--- src/rtl/pe_feeder_ctrl.sv ---
// Initiator side of the PE load/MAC interface: loads a weight vector into
// the PE, streams operands through valid/dvalid and captures the final dout.
module pe_feeder_ctrl #(
    parameter int VLEN    = 16,
    parameter int DWIDTH  = 32,
    parameter int AWIDTH  = 6,
    parameter int MAWIDTH = 7
) (
    input  logic               aclk,
    input  logic               areset,
    input  logic               start,
    output logic               busy,
    output logic               done,
    output logic [DWIDTH-1:0]  result,
    output logic [MAWIDTH-1:0] mem_addr,
    input  logic [DWIDTH-1:0]  mem_rdata,
    output logic               pe_aresetn,
    output logic               pe_we,
    output logic [AWIDTH-1:0]  pe_addr,
    output logic [DWIDTH-1:0]  pe_din,
    output logic [DWIDTH-1:0]  pe_ain,
    output logic               pe_valid,
    input  logic               pe_dvalid,
    input  logic [DWIDTH-1:0]  pe_dout
);

    typedef enum logic [2:0] {
        S_IDLE, S_CLR, S_LOAD, S_FETCH, S_ISSUE, S_WAIT, S_DONE
    } state_t;

    localparam logic [AWIDTH-1:0]  LAST   = AWIDTH'(VLEN - 1);
    localparam logic [MAWIDTH-1:0] OPBASE = MAWIDTH'(VLEN);

    state_t               r_state, w_state;
    logic [AWIDTH-1:0]    r_cnt, w_cnt;
    logic                 r_tail, w_tail;
    logic                 r_dv_hold, w_dv_hold;
    logic                 r_busy, w_busy;
    logic                 r_done, w_done;
    logic [DWIDTH-1:0]    r_result, w_result;
    logic [MAWIDTH-1:0]   r_mem_addr, w_mem_addr;
    logic                 r_pe_rstn, w_pe_rstn;
    logic                 r_pe_we, w_pe_we;
    logic [AWIDTH-1:0]    r_pe_addr, w_pe_addr;
    logic [DWIDTH-1:0]    r_pe_din, w_pe_din;
    logic [DWIDTH-1:0]    r_pe_ain, w_pe_ain;
    logic                 r_pe_valid, w_pe_valid;
    logic                 w_dv;

    assign w_dv = pe_dvalid | r_dv_hold;

    always_comb begin
        w_state    = r_state;
        w_cnt      = r_cnt;
        w_tail     = r_tail;
        w_dv_hold  = r_dv_hold;
        w_result   = r_result;
        w_mem_addr = r_mem_addr;
        w_pe_addr  = r_pe_addr;
        w_pe_din   = r_pe_din;
        w_pe_ain   = r_pe_ain;
        w_pe_we    = 1'b0;
        w_pe_valid = 1'b0;
        w_done     = 1'b0;
        w_pe_rstn  = 1'b1;
        case (r_state)
            S_IDLE: begin
                if (start) begin
                    w_state    = S_CLR;
                    w_pe_rstn  = 1'b0;
                    w_mem_addr = '0;
                end
            end
            S_CLR: begin
                w_state    = S_LOAD;
                w_cnt      = '0;
                w_tail     = 1'b0;
                w_mem_addr = MAWIDTH'(1);
            end
            S_LOAD: begin
                if (r_tail) begin
                    w_state = S_FETCH;
                    w_cnt   = '0;
                end else begin
                    w_pe_we   = 1'b1;
                    w_pe_addr = r_cnt;
                    w_pe_din  = mem_rdata;
                    // Address stops at the first operand so FETCH sees it.
                    if (r_cnt == LAST) begin
                        w_tail = 1'b1;
                    end else begin
                        w_cnt      = r_cnt + AWIDTH'(1);
                        w_mem_addr = MAWIDTH'(r_cnt) + MAWIDTH'(2);
                    end
                end
            end
            S_FETCH: begin
                w_state    = S_ISSUE;
                w_pe_ain   = mem_rdata;
                w_pe_addr  = r_cnt;
                w_pe_valid = 1'b1;
                w_dv_hold  = 1'b0;
            end
            S_ISSUE: begin
                w_state = S_WAIT;
                if (pe_dvalid) begin
                    w_dv_hold = 1'b1;
                end
                // Prefetch the next operand while the MAC is in flight.
                if (r_cnt != LAST) begin
                    w_mem_addr = OPBASE + MAWIDTH'(r_cnt) + MAWIDTH'(1);
                end
            end
            S_WAIT: begin
                if (w_dv) begin
                    w_dv_hold = 1'b0;
                    if (r_cnt == LAST) begin
                        w_result = pe_dout;
                        w_state  = S_DONE;
                        w_done   = 1'b1;
                    end else begin
                        w_cnt   = r_cnt + AWIDTH'(1);
                        w_state = S_FETCH;
                    end
                end
            end
            S_DONE: begin
                w_state = S_IDLE;
            end
            default: begin
                w_state = S_IDLE;
            end
        endcase
        w_busy = (w_state != S_IDLE);
    end

    always_ff @(posedge aclk or posedge areset) begin
        if (areset) begin
            r_state    <= S_IDLE;
            r_cnt      <= '0;
            r_tail     <= 1'b0;
            r_dv_hold  <= 1'b0;
            r_busy     <= 1'b0;
            r_done     <= 1'b0;
            r_result   <= '0;
            r_mem_addr <= '0;
            r_pe_rstn  <= 1'b0;
            r_pe_we    <= 1'b0;
            r_pe_addr  <= '0;
            r_pe_din   <= '0;
            r_pe_ain   <= '0;
            r_pe_valid <= 1'b0;
        end else begin
            r_state    <= w_state;
            r_cnt      <= w_cnt;
            r_tail     <= w_tail;
            r_dv_hold  <= w_dv_hold;
            r_busy     <= w_busy;
            r_done     <= w_done;
            r_result   <= w_result;
            r_mem_addr <= w_mem_addr;
            r_pe_rstn  <= w_pe_rstn;
            r_pe_we    <= w_pe_we;
            r_pe_addr  <= w_pe_addr;
            r_pe_din   <= w_pe_din;
            r_pe_ain   <= w_pe_ain;
            r_pe_valid <= w_pe_valid;
        end
    end

    assign busy       = r_busy;
    assign done       = r_done;
    assign result     = r_result;
    assign mem_addr   = r_mem_addr;
    assign pe_aresetn = r_pe_rstn;
    assign pe_we      = r_pe_we;
    assign pe_addr    = r_pe_addr;
    assign pe_din     = r_pe_din;
    assign pe_ain     = r_pe_ain;
    assign pe_valid   = r_pe_valid;

endmodule
--- config.mk ---
export PLATFORM = sky130hd
export DESIGN_NAME = pe_feeder_ctrl
export DESIGN_NICKNAME = d
export VERILOG_FILES = /design/src/rtl/pe_feeder_ctrl.sv
export SDC_FILE = /design/constraint.sdc
export NUM_CORES = 1
export LEC_CHECK = 0
export ABC_AREA = 1
export CORE_MARGIN = 1.5
export CORE_UTILIZATION = 49
export CTS_CLUSTER_DIAMETER = 50
export DETAILED_ROUTE_END_ITERATION = 6
export PLACE_DENSITY = 0.95
export SLEW_MARGIN = 10
export SYNTH_ARGS = -nofsm -noshare
export SYNTH_HDL_FRONTEND = slang
export SYNTH_SLANG_ARGS = --single-unit
--- constraint.sdc ---
create_clock -name aclk -period 12.54 [get_ports aclk]
set_input_delay 3.762 -clock aclk [delete_from_list [all_inputs] [get_ports aclk]]
set_output_delay 3.762 -clock aclk [all_outputs]
set_load 0.02 [all_outputs]
## Word level (Yosys, flattened, before mapping)

Cells that the tools add are included.

- Flip-flop bits (word level): 125
- Output and inout port bits: 114
- Word-level logic and storage cells: 75

- $add $sub $neg: 4
- Equal/unequal tests: 13
- Muxes and demuxes: 29
- Bitwise logic cells: 2
- Reductions and logical operators: 13

Operators by type and width:

| operator | count |
|---|---|
| 7-bit 2-to-1 mux | 4 |
| 7-bit one-hot mux with 4 select lines | 1 |
| 6-bit 2-to-1 mux | 4 |
| 3-bit one-hot mux with 6 select lines | 1 |
| 6-bit one-hot mux with 3 select lines | 1 |
| 3-bit 2-to-1 mux | 4 |
| 2-bit inequality test (second input constant) | 6 |
| 6-bit one-hot mux with 2 select lines | 1 |
| 1-bit 2-to-1 mux | 11 |
| 3-bit nonzero test | 3 |
| 5-bit by 6-bit adder with 7-bit output (first input constant) | 1 |
| 6-bit by 2-bit adder with 7-bit output (second input constant) | 1 |
| 7-bit by 1-bit adder with 7-bit output (second input constant) | 1 |
| 6-bit by 1-bit adder with 6-bit output (second input constant) | 1 |
| 3-bit by 2-bit == test with 1-bit output (second input constant) | 2 |
| 3-bit == test (second input constant) | 2 |
| 6-bit by 4-bit == test with 1-bit output (second input constant) | 1 |
| 6-bit by 4-bit inequality test with 1-bit output (second input constant) | 1 |
| 2-bit AND reduction | 3 |
| 3-bit AND reduction | 2 |
| 5-bit AND reduction | 1 |
| 2-bit nonzero test | 2 |
| 4-bit nonzero test | 1 |
| 3-bit by 1-bit == test with 1-bit output (second input constant) | 1 |
| other kinds (5) | 5 |

## Logic depth before layout (Yosys ltp)

Gate-level depths: netlist of run 1.

- Word-level depth: 5
- Gate-level depth with buffers: 9
- Gate-level depth less buffers: 8

## Least setup slack after synthesis of run 1

OpenSTA, ideal clock, no wires.

- Path type: in2reg
- Start: input pe_dvalid
- End: register r_result[0], in the netlist result[0]
- Arrival: 4.385 ns
- Data required time: 12.424 ns
- Slack: 8.038 ns
- Stages: 9
- Path buffers: 1
- Path through: inv_1 > nand2_1 > nand3_2 > inv_2 > nand2_4 > clkinv_4 > buf_6 > nand2_1 > nand2_1

- Cells in the longest elaborated chain, start to end: 2

Ends and longest elaborated chain:

| what | line | RTL |
|---|---|---|
| start, declared | 23 | `input logic pe_dvalid,` |
| 1-bit bitwise OR | 50 | `assign w_dv = pe_dvalid \| r_dv_hold;` |
| 3-bit AND reduction (no source line) | - |  |
| end signal, assigned | 160 | `r_result <= w_result;` |
| end, declared | 40 | `logic [DWIDTH-1:0] r_result, w_result;` |

Every way passes these cells.
A chain may end at the register's enable or synchronous reset.

## Worst setup path in the final report of run 1

- Start: register r_pe_din[8], in the netlist pe_din[8]
- End: output pe_din[8]

RTL lines:

| what | line | RTL |
|---|---|---|
| start, declared | 45 | `logic [DWIDTH-1:0] r_pe_din, w_pe_din;` |
| start signal, assigned | 165 | `r_pe_din <= w_pe_din;` |
| end, declared | 20 | `output logic [DWIDTH-1:0] pe_din,` |

No word-level cell between the ends.

==> flow_summary.yaml, run 1 <==
outcome:
  outcome: "finished, final reports clean"
setup_path:
  required_ns: 8.78
  path_class: "reg -> out"
  crit_fanout: 2
  path_cells: "clkdlybuf4s50_1"
  crit_family: "buffers and inverters"
  cp-start-kind: "flop"
  path_buf_inv: 1
  cpPeakStageDelay_ns: 0.64
  cp_slowest_cell: "clkdlybuf4s50_1"
  crit_arrival_ns: 1.50
  cp-end-kind: "primary output"
grt:
  grt_pass1_vias: 4513
  grt_max_degree: 67
  antenna_found_initial: 0
  grtUsageTotal: 0.249
  grt_overflow: 0
  grt_pass1_wl_um: 22000
synthesis:
  synth_area_leaders: "dfrtp_1 60%, nand2_1 27%, nand3_1 2.6%"
  yosysTopAreaCell: "dfrtp_1"
  yosysWarnings: 0
  syn_avg_cell_area_um2: 8.32
  syn_area_um2: 5180
  netlist_instances: 623
  synth_top_area_frac: 0.603
  synth-seq-cells: 125
  syn-num-nets: 693
  post_synth_num_cell_types: 26
  ys_seq_area_frac: 0.603
clock_tree:
  cts_tree: "built"
  cts_hold_buf: 0
  clk_pin_slew_ns: 0.06
  cts_buffer_depth: 2
  clk_latency_ns: 0.49
  clock_sinks: 125
  ctsHtreeMaxLevel: 4
  post_cts_resized: 0
  cts_root_buf: "clkbuf_8"
  cts_buffers: 17
  cts_setup_buffers: 0
floorplanning:
  die_x_um: 106
  die_h_um: 106
  coreArea_um2: 10300
  fp.dieArea_um2: 11200
  row_count: 37
  initial_core_util: 0.504
  ios: 182
sta:
  fmax_mhz: 190
  clock_skew_ns: 0.0129
  grt_setup_unrepaired: "no"
  tightest_slew_ns: 0.842
  fin_crit_ns: 5.26
  drv_slew: 0
  finalSetupViolCount: 0
  slew_headroom: 0.438
  hold_viol: 0
  hold-worst-slack_ns: 0.475
  period_share: 0.419
  fin_setup_tns_ns: 0
power:
  power_density_nw_per_um2: 252
  peakVddDrop_v: 0.000193
  p_leak_nw: 3.90
hold_path:
  hold_path.class: "reg -> reg"
cells_and_area:
  drive_gt1_frac: 0.0613
  diodes: 0
  areaGrowthSynthToFinish_pct: 46.1
  final_cell_mix: "369 x nand2_1, 181 x clkdlybuf4s50_1, 125 x dfrtp_1, 27 x nand3_1, 24 x nor2_1"
  mostFrequentLayoutCell: "nand2_1"
  layout.nets: 873
drt:
  dr_total_vias: 4650
  drc_errors: 0
  drt-initial-drc-count: 320
  wl_per_cell_um: 14.3
  wirelength_um: 13600
  ant_nets: 0
  dr.pass1.iters: 5
  via_per_inst: 4.89
placement:
  gp_congestion: 0.960
  io_buffers: 181
  post-dp-hpwl_um: 9310
job:
  drv_cap: 0
-- kinds of logic (layout without fill, tap and decap cells) --
group                      Yosys count  count (layout)  share of synthesized area
adders and majority gates            2               2                    0.00483
DFF                                125             125                      0.603
xor gates and xnor gates             1               1                    0.00169
and+or+nand+nor                    431             431                      0.329
buffers and inverters               46             238                     0.0430
AOI/OAI and AO/OA                   18              18                     0.0181
-- routing by layer --
metal | GRT usage | up-vias | wire length [um]
met4 | 0.0724 | 0 | 225
li1 | - | 2263 | -
met5 | 0 | - | 0
met2 | 0.391 | 216 | 6420
met1 | 0.336 | 2154 | 5820
met3 | 0.0742 | 17 | 1110
-- stage by stage --
stage	cells	utilization	power (mW)	setup WS, ns	area (um2)
after floorplan	623	-	1.11	5.45	5180
after global placement	920	0.686	1.46	6.92	7050
after detailed placement	920	0.686	1.48	6.89	7050
after CTS	951	0.737	1.92	7.26	7570
after global routing	951	0.737	2.04	7.16	7570
final	951	0.737	1.91	7.28	7570
-- cells in the mapped netlist --
master	instances
ha_1	2
o21ai_0	8
o211ai_1	1
clkbuf_1	5
inv_2	8
nand2_2	1
dfrtp_1	125
clkinv_4	1
nand2_1	369
buf_8	1
inv_1	16
nand2_4	1
buf_4	1
nor2_1	24
nor2_4	2
or2_2	1
nand4_1	1
xor2_1	1
nor2_2	2
a21oi_1	7
nand3_1	27
buf_6	2
o22ai_1	1
o21ai_1	1
nand3_2	3
buf_2	12
-- layout make-up --
cell class	count	area, um2
clock buffer	19	422
clock inverter	12	100
fill	766	2700
inverter	25	101
multi-input combinational	452	1830
sequential	125	3130
tap	136	170
timing repair buffer	182	1820
-- report_power, final --
| group | switching (mW) | total, mW | leakage, nW | internal, mW |
|---|---|---|---|---|
| logic | 0.491 | 0.835 | 2.04 | 0.344 |
| registers | 0.0966 | 0.641 | 1.61 | 0.545 |
| clock network | 0.172 | 0.431 | 0.253 | 0.260 |
-- final timing paths --
| path | start | endpoint | slack (ns) | depth (start not counted) |
|---|---|---|---|---|
| max in group asynchronous | areset | result[8] | 7.46 | 3 |
| worst max-delay path | pe_din[8] | pe_din[8] | 7.28 | 1 |
| worst min register to register | pe_ain[0] | pe_ain[0] | 0.47 | 2 |
| worst min-delay path | pe_ain[0] | pe_ain[0] | 0.47 | 2 |
| worst max register to register | r_state[2] | pe_ain[11] | 10.07 | 5 |
| min in group asynchronous | areset | result[15] | 3.76 | 2 |
-- sequential cells by signal, summed over array words and instances (netlist names) --
register / flops
result: 32
r_state: 3
pe_valid: 1
r_cnt: 6
pe_ain: 32
pe_din: 32
pe_addr: 6
pe_we: 1
pe_aresetn: 1
mem_addr: 7
r_tail: 1
busy: 1
done: 1
r_dv_hold: 1
(Power assumes the default switching activity.)
==> inputs of run 2 (changes only) <==
CORE_UTILIZATION = 41   (was 49)
PLACE_DENSITY = 0.88   (was 0.95)
clock period = 4.25 ns   (was 12.54 ns; I/O delays follow)
==> run 2 against run 1 <==
  * Utilization shrank 11 points
  * Critical endpoint is now pe_din[10]
  * Largest power group unchanged
  * Global-route usage shrank 3.7 points
  * Highest routed layer unchanged
  * Worst setup slack lost 5.7 ns
==> flow_summary.yaml, run 2 (synthesis gave the netlist of run 1 again) <==
outcome:
  outcome: "finished, final reports clean"
cells_and_area:
  diodes: 0
  mostFrequentLayoutCell: "nand2_1"
  post-route-cell-area_um2: 7670
  final_cell_mix: "369 x nand2_1, 181 x clkdlybuf4s50_1, 125 x dfrtp_1, 27 x nand3_1, 24 x nor2_1"
  post-route-util: 0.631
  finalNonFillerCells: 982
  fillers: 1027
  areaGrowthSynthToFinish_pct: 48.0
  layout.nets: 873
  drive_gt1_frac: 0.0590
clock_tree:
  post_cts_resized: 0
  cts_tree: "built"
  clk_pin_slew_ns: 0.05
  ctsHtreeMaxLevel: 4
  cts_buffer_depth: 2
  clk_latency_ns: 0.41
  cts_setup_buffers: 0
  clock_sinks: 125
  cts_hold_buf: 0
  cts_buffers: 17
  cts_root_buf: "clkbuf_16"
drt:
  ant_nets: 0
  drt-initial-drc-count: 322
  via_per_inst: 4.71
  wirelength_um: 13600
  dr.pass1.iters: 6
  dr_total_vias: 4626
  wl_per_cell_um: 13.8
  drc_errors: 0
setup_path:
  crit_fanout: 2
  cpPeakStageDelay_ns: 0.64
  path_cells: "clkdlybuf4s50_1"
  path_buf_inv: 1
  cp_slowest_cell: "clkdlybuf4s50_1"
  timing.rr.start: "r_state[2]"
  ff2ff_setup_slack_ns: 1.74
  path_class: "reg -> out"
  crit_family: "buffers and inverters"
  cp-end-kind: "primary output"
  crit_arrival_ns: 1.40
  cp-start-kind: "flop"
  r2r_end: "pe_ain[16]"
  required_ns: 2.97
  worst_r2r_path_depth: 5
floorplanning:
  ios: 182
  die_x_um: 115
  die_h_um: 115
  initial_core_util: 0.426
  row_count: 40
  coreArea_um2: 12200
  fp.dieArea_um2: 13300
grt:
  grtUsageTotal: 0.211
  grt_overflow: 0
  grt_pass1_vias: 4464
  antenna_found_initial: 1
  grt_pass1_wl_um: 21600
  grt_max_degree: 126
hold_path:
  holdPathEnd: "mem_addr[3]"
  hold_depth: 2
  hold_path.class: "reg -> reg"
  hp-start: "mem_addr[3]"
power:
  p_clk_frac: 0.242
  peakVddDrop_v: 0.000421
  seq_power_share: 0.327
  power_density_nw_per_um2: 747
  p_sw_frac: 0.385
  p_sw_mw: 2.21
  total_power_mw: 5.73
  p_leak_nw: 3.93
  comb_power_share: 0.431
  p_int_mw: 3.52
placement:
  dpl.cell_count: 952
  place_ws_ns: 1.31
  gp_congestion: 0.884
  dpl-instance-area_um2: 7110
  io_buffers: 181
  post-dp-hpwl_um: 9090
sta:
  setup_ws_ns: 1.57
  fmax_mhz: 374
  period_share: 0.630
  hold_viol: 0
  tightest_slew_ns: 0.870
  clock_skew_ns: 0.00418
  fin_setup_tns_ns: 0
  grt_setup_unrepaired: "no"
  slew_headroom: 0.419
  fin_crit_ns: 2.68
  drv_slew: 0
  hold-worst-slack_ns: 0.467
  finalSetupViolCount: 0
job:
  drv_cap: 0
[run 2: changes by cell type in the layout (fill, tap and decap cells not counted)]
| cell | before | now |
|---|---|---|
| clkinv_4 | 3 | 2 |
| clkbuf_8 | 1 | 3 |
| buf_4 | 1 | 0 |
| bufinv_16 | 1 | 2 |
| inv_4 | 1 | 0 |
| clkinv_2 | 6 | 4 |
| clkinvlp_4 | 3 | 1 |
| clkbuf_1 | 2 | 3 |
| buf_12 | 0 | 1 |
| clkbuf_16 | 16 | 17 |
[run 2: layout make-up]
class,count,area [um2],area share
clock inverters,7,88.8,0.0116
flip-flops and latches,125,3130,0.408
clock buffers,23,478,0.0623
inverters,25,103,0.0134
repair buffers,182,1830,0.239
well taps,168,210,0.0274
multi-input cells,452,1830,0.239
[run 2: worst register-to-register path, delay by kind of cell, from the launching register on]
| kind | cells | cell delay, ns |
|---|---|---|
| buffers and inverters | 2 | 1.01 |
| flip-flops | 1 | 0.50 |
| AND/OR/NAND/NOR | 3 | 0.95 |
[run 2: how the worst max path moves through the flow]
stage,depth (start not counted),start,end
4_1_cts,1,result[4],result[4]
3_5_place_dp,9,pe_dvalid,result[3]
2_1_floorplan,1,areset,busy
3_3_place_gp,9,pe_dvalid,result[2]
5_1_grt,1,pe_ain[24],pe_ain[24]
6_report,1,pe_din[10],pe_din[10]
[run 2: power groups by stage]
stage / Sequential, mW / Combinational, mW / Clock (mW)
after floorplan: 2.28 / 1.00 / 0
after global placement: 1.87 / 2.44 / 0
after detailed placement: 1.87 / 2.49 / 0
after CTS: 1.87 / 2.50 / 1.42
after global routing: 1.92 / 2.72 / 1.48
final: 1.87 / 2.47 / 1.39
[run 2: metal layers]
metal / vias to the layer above / GRT usage / wire length [um]
met2: 195 / 0.337 / 6470
met5: - / 0 / 0
met4: 0 / 0.0856 / 169
met3: 17 / 0.0790 / 1280
li1: 2273 / - / -
met1: 2141 / 0.261 / 5670
==> inputs of run 3 (changes only) <==
clock period = 2.2 ns   (was 4.25 ns; I/O delays follow)
==> run 3 against run 2 <==
  * Global-route usage increased by 1.1 points
  * Critical path depth unchanged
  * Sequential power increased by 94%
  * Utilization increased by 1.3 points
  * Sequential share of layout area decreased by 0.85 points
  * Sequential cell count unchanged
  * Worst setup slack got worse by 1.5 ns
  * Worst hold slack improved by 0.0088 ns
  * Clock power increased by 110%
  * Clock skew increased by 0.0016 ns
  * Non-clock buffer count increased by 8
  * Wire length increased by 3.7%
  * Largest cell class unchanged
  * Largest power group unchanged
==> flow_summary.yaml, run 3 (synthesis gave the netlist of run 1 again) <==
outcome:
  outcome: "finished, final reports clean"
setup_path:
  r2r_end: "pe_ain[24]"
  path_class: "reg -> out"
  crit_arrival_ns: 1.43
  crit_end: "pe_ain[14]"
  path_buf_inv: 1
  critPathLaunch: "pe_ain[14]"
  cp-end-kind: "primary output"
  crit_family: "buffers and inverters"
  cp-start-kind: "flop"
  crit_fanout: 2
  timing.rr.start: "r_state[2]"
  cp_slowest_cell: "clkdlybuf4s50_1"
  ff2ff_setup_slack_ns: 0.44
  worst_r2r_path_depth: 6
  cpPeakStageDelay_ns: 0.65
  path_cells: "clkdlybuf4s50_1"
  required_ns: 1.54
  cp_num_cells: 1
grt:
  grtUsageTotal: 0.223
  grt_pass1_vias: 4611
  grt_overflow: 0
  grt_pass1_wl_um: 22700
  antenna_found_initial: 1
  grt_max_degree: 65
placement:
  post-dp-hpwl_um: 9770
  io_buffers: 181
  gp_congestion: 0.883
  place_ws_ns: 0.192
floorplanning:
  fp.dieArea_um2: 13300
  die_x_um: 115
  die_h_um: 115
  initial_core_util: 0.426
  ios: 182
  row_count: 40
  coreArea_um2: 12200
sta:
  drv_slew: 0
  fin_crit_ns: 2.09
  period_share: 0.950
  hold-worst-slack_ns: 0.476
  slew_headroom: 0.691
  clock_skew_ns: 0.00574
  grt_setup_unrepaired: "no"
  fmax_mhz: 478
  setup_ws_ns: 0.109
  finalSetupViolCount: 0
  tightest_slew_ns: 0.462
  fin_setup_tns_ns: 0
  hold_viol: 0
power:
  peakVddDrop_v: 0.000877
  p_leak_nw: 4.00
  power_density_nw_per_um2: 1470
drt:
  drc_errors: 0
  drt-initial-drc-count: 346
  dr_total_vias: 4713
  dr.pass1.iters: 5
  ant_nets: 0
  wirelength_um: 14100
  wl_per_cell_um: 14.2
  via_per_inst: 4.76
clock_tree:
  cts_hold_buf: 0
  cts_setup_buffers: 0
  cts_root_buf: "clkbuf_16"
  ctsHtreeMaxLevel: 4
  post_cts_resized: 0
  cts_tree: "built"
  cts_buffers: 17
  clk_latency_ns: 0.41
  cts_buffer_depth: 2
  clock_sinks: 125
  clk_pin_slew_ns: 0.06
cells_and_area:
  areaGrowthSynthToFinish_pct: 51.1
  final_cell_mix: "369 x nand2_1, 181 x clkdlybuf4s50_1, 125 x dfrtp_1, 27 x nand3_1, 24 x nor2_1"
  fillers: 993
  drive_gt1_frac: 0.0717
  mostFrequentLayoutCell: "nand2_1"
  post-route-util: 0.644
  layout.nets: 881
  diodes: 0
hold_path:
  hold_path.class: "reg -> reg"
job:
  drv_cap: 0
## run 3: area by class of cell
| type | instances | area [um2] | share of cell area |
|---|---|---|---|
| sequential | 125 | 3130 | 0.399 |
| multi-input combinational | 452 | 1830 | 0.234 |
| clock buffer | 21 | 470 | 0.0600 |
| inverter | 25 | 103 | 0.0131 |
| clock inverter | 10 | 161 | 0.0206 |
| timing repair buffer | 190 | 1930 | 0.246 |
| tap | 168 | 210 | 0.0268 |
## run 3: how the worst min path moves through the flow
stage	from	endpoint	slack, ns	cells past startpoint
global route	pe_din[4]	pe_din[4]	0.49	2
global placement	mem_addr[0]	mem_addr[0]	0.45	2
finish	mem_addr[4]	mem_addr[4]	0.48	2
detailed placement	mem_addr[1]	mem_addr[1]	0.46	2
floorplan	r_dv_hold	r_dv_hold	0.47	2
CTS	mem_addr[4]	mem_addr[4]	0.48	2
## run 3: report_power, final
group	total, mW	switching (mW)	internal (mW)
clock	2.97	0.995	1.98
sequential	3.63	0.519	3.11
combinational	4.92	2.87	2.05
total	11.5	4.38	7.14
## run 3: tightest hold or removal path, stage by stage (launching register included)
cell	delay [ns]
dfrtp_1	0.34
nand2_1	0.05
nand2_1	0.05
## run 3: per-stage QoR
step	power, mW	cell area [um2]	instances
3_3_place_gp	8.43	7200	960
2_1_floorplan	6.34	5190	623
4_1_cts	11.6	7840	991
5_1_grt	12.3	7840	991
6_report	11.5	7840	991
3_5_place_dp	8.56	7200	960
## run 3: layer usage
layer	part of all wire	global-route usage	wire length (um)
met5	0.00092	0	13
met4	0.024	0.0979	336
met3	0.096	0.0868	1350
met2	0.48	0.356	6780
met1	0.40	0.268	5610
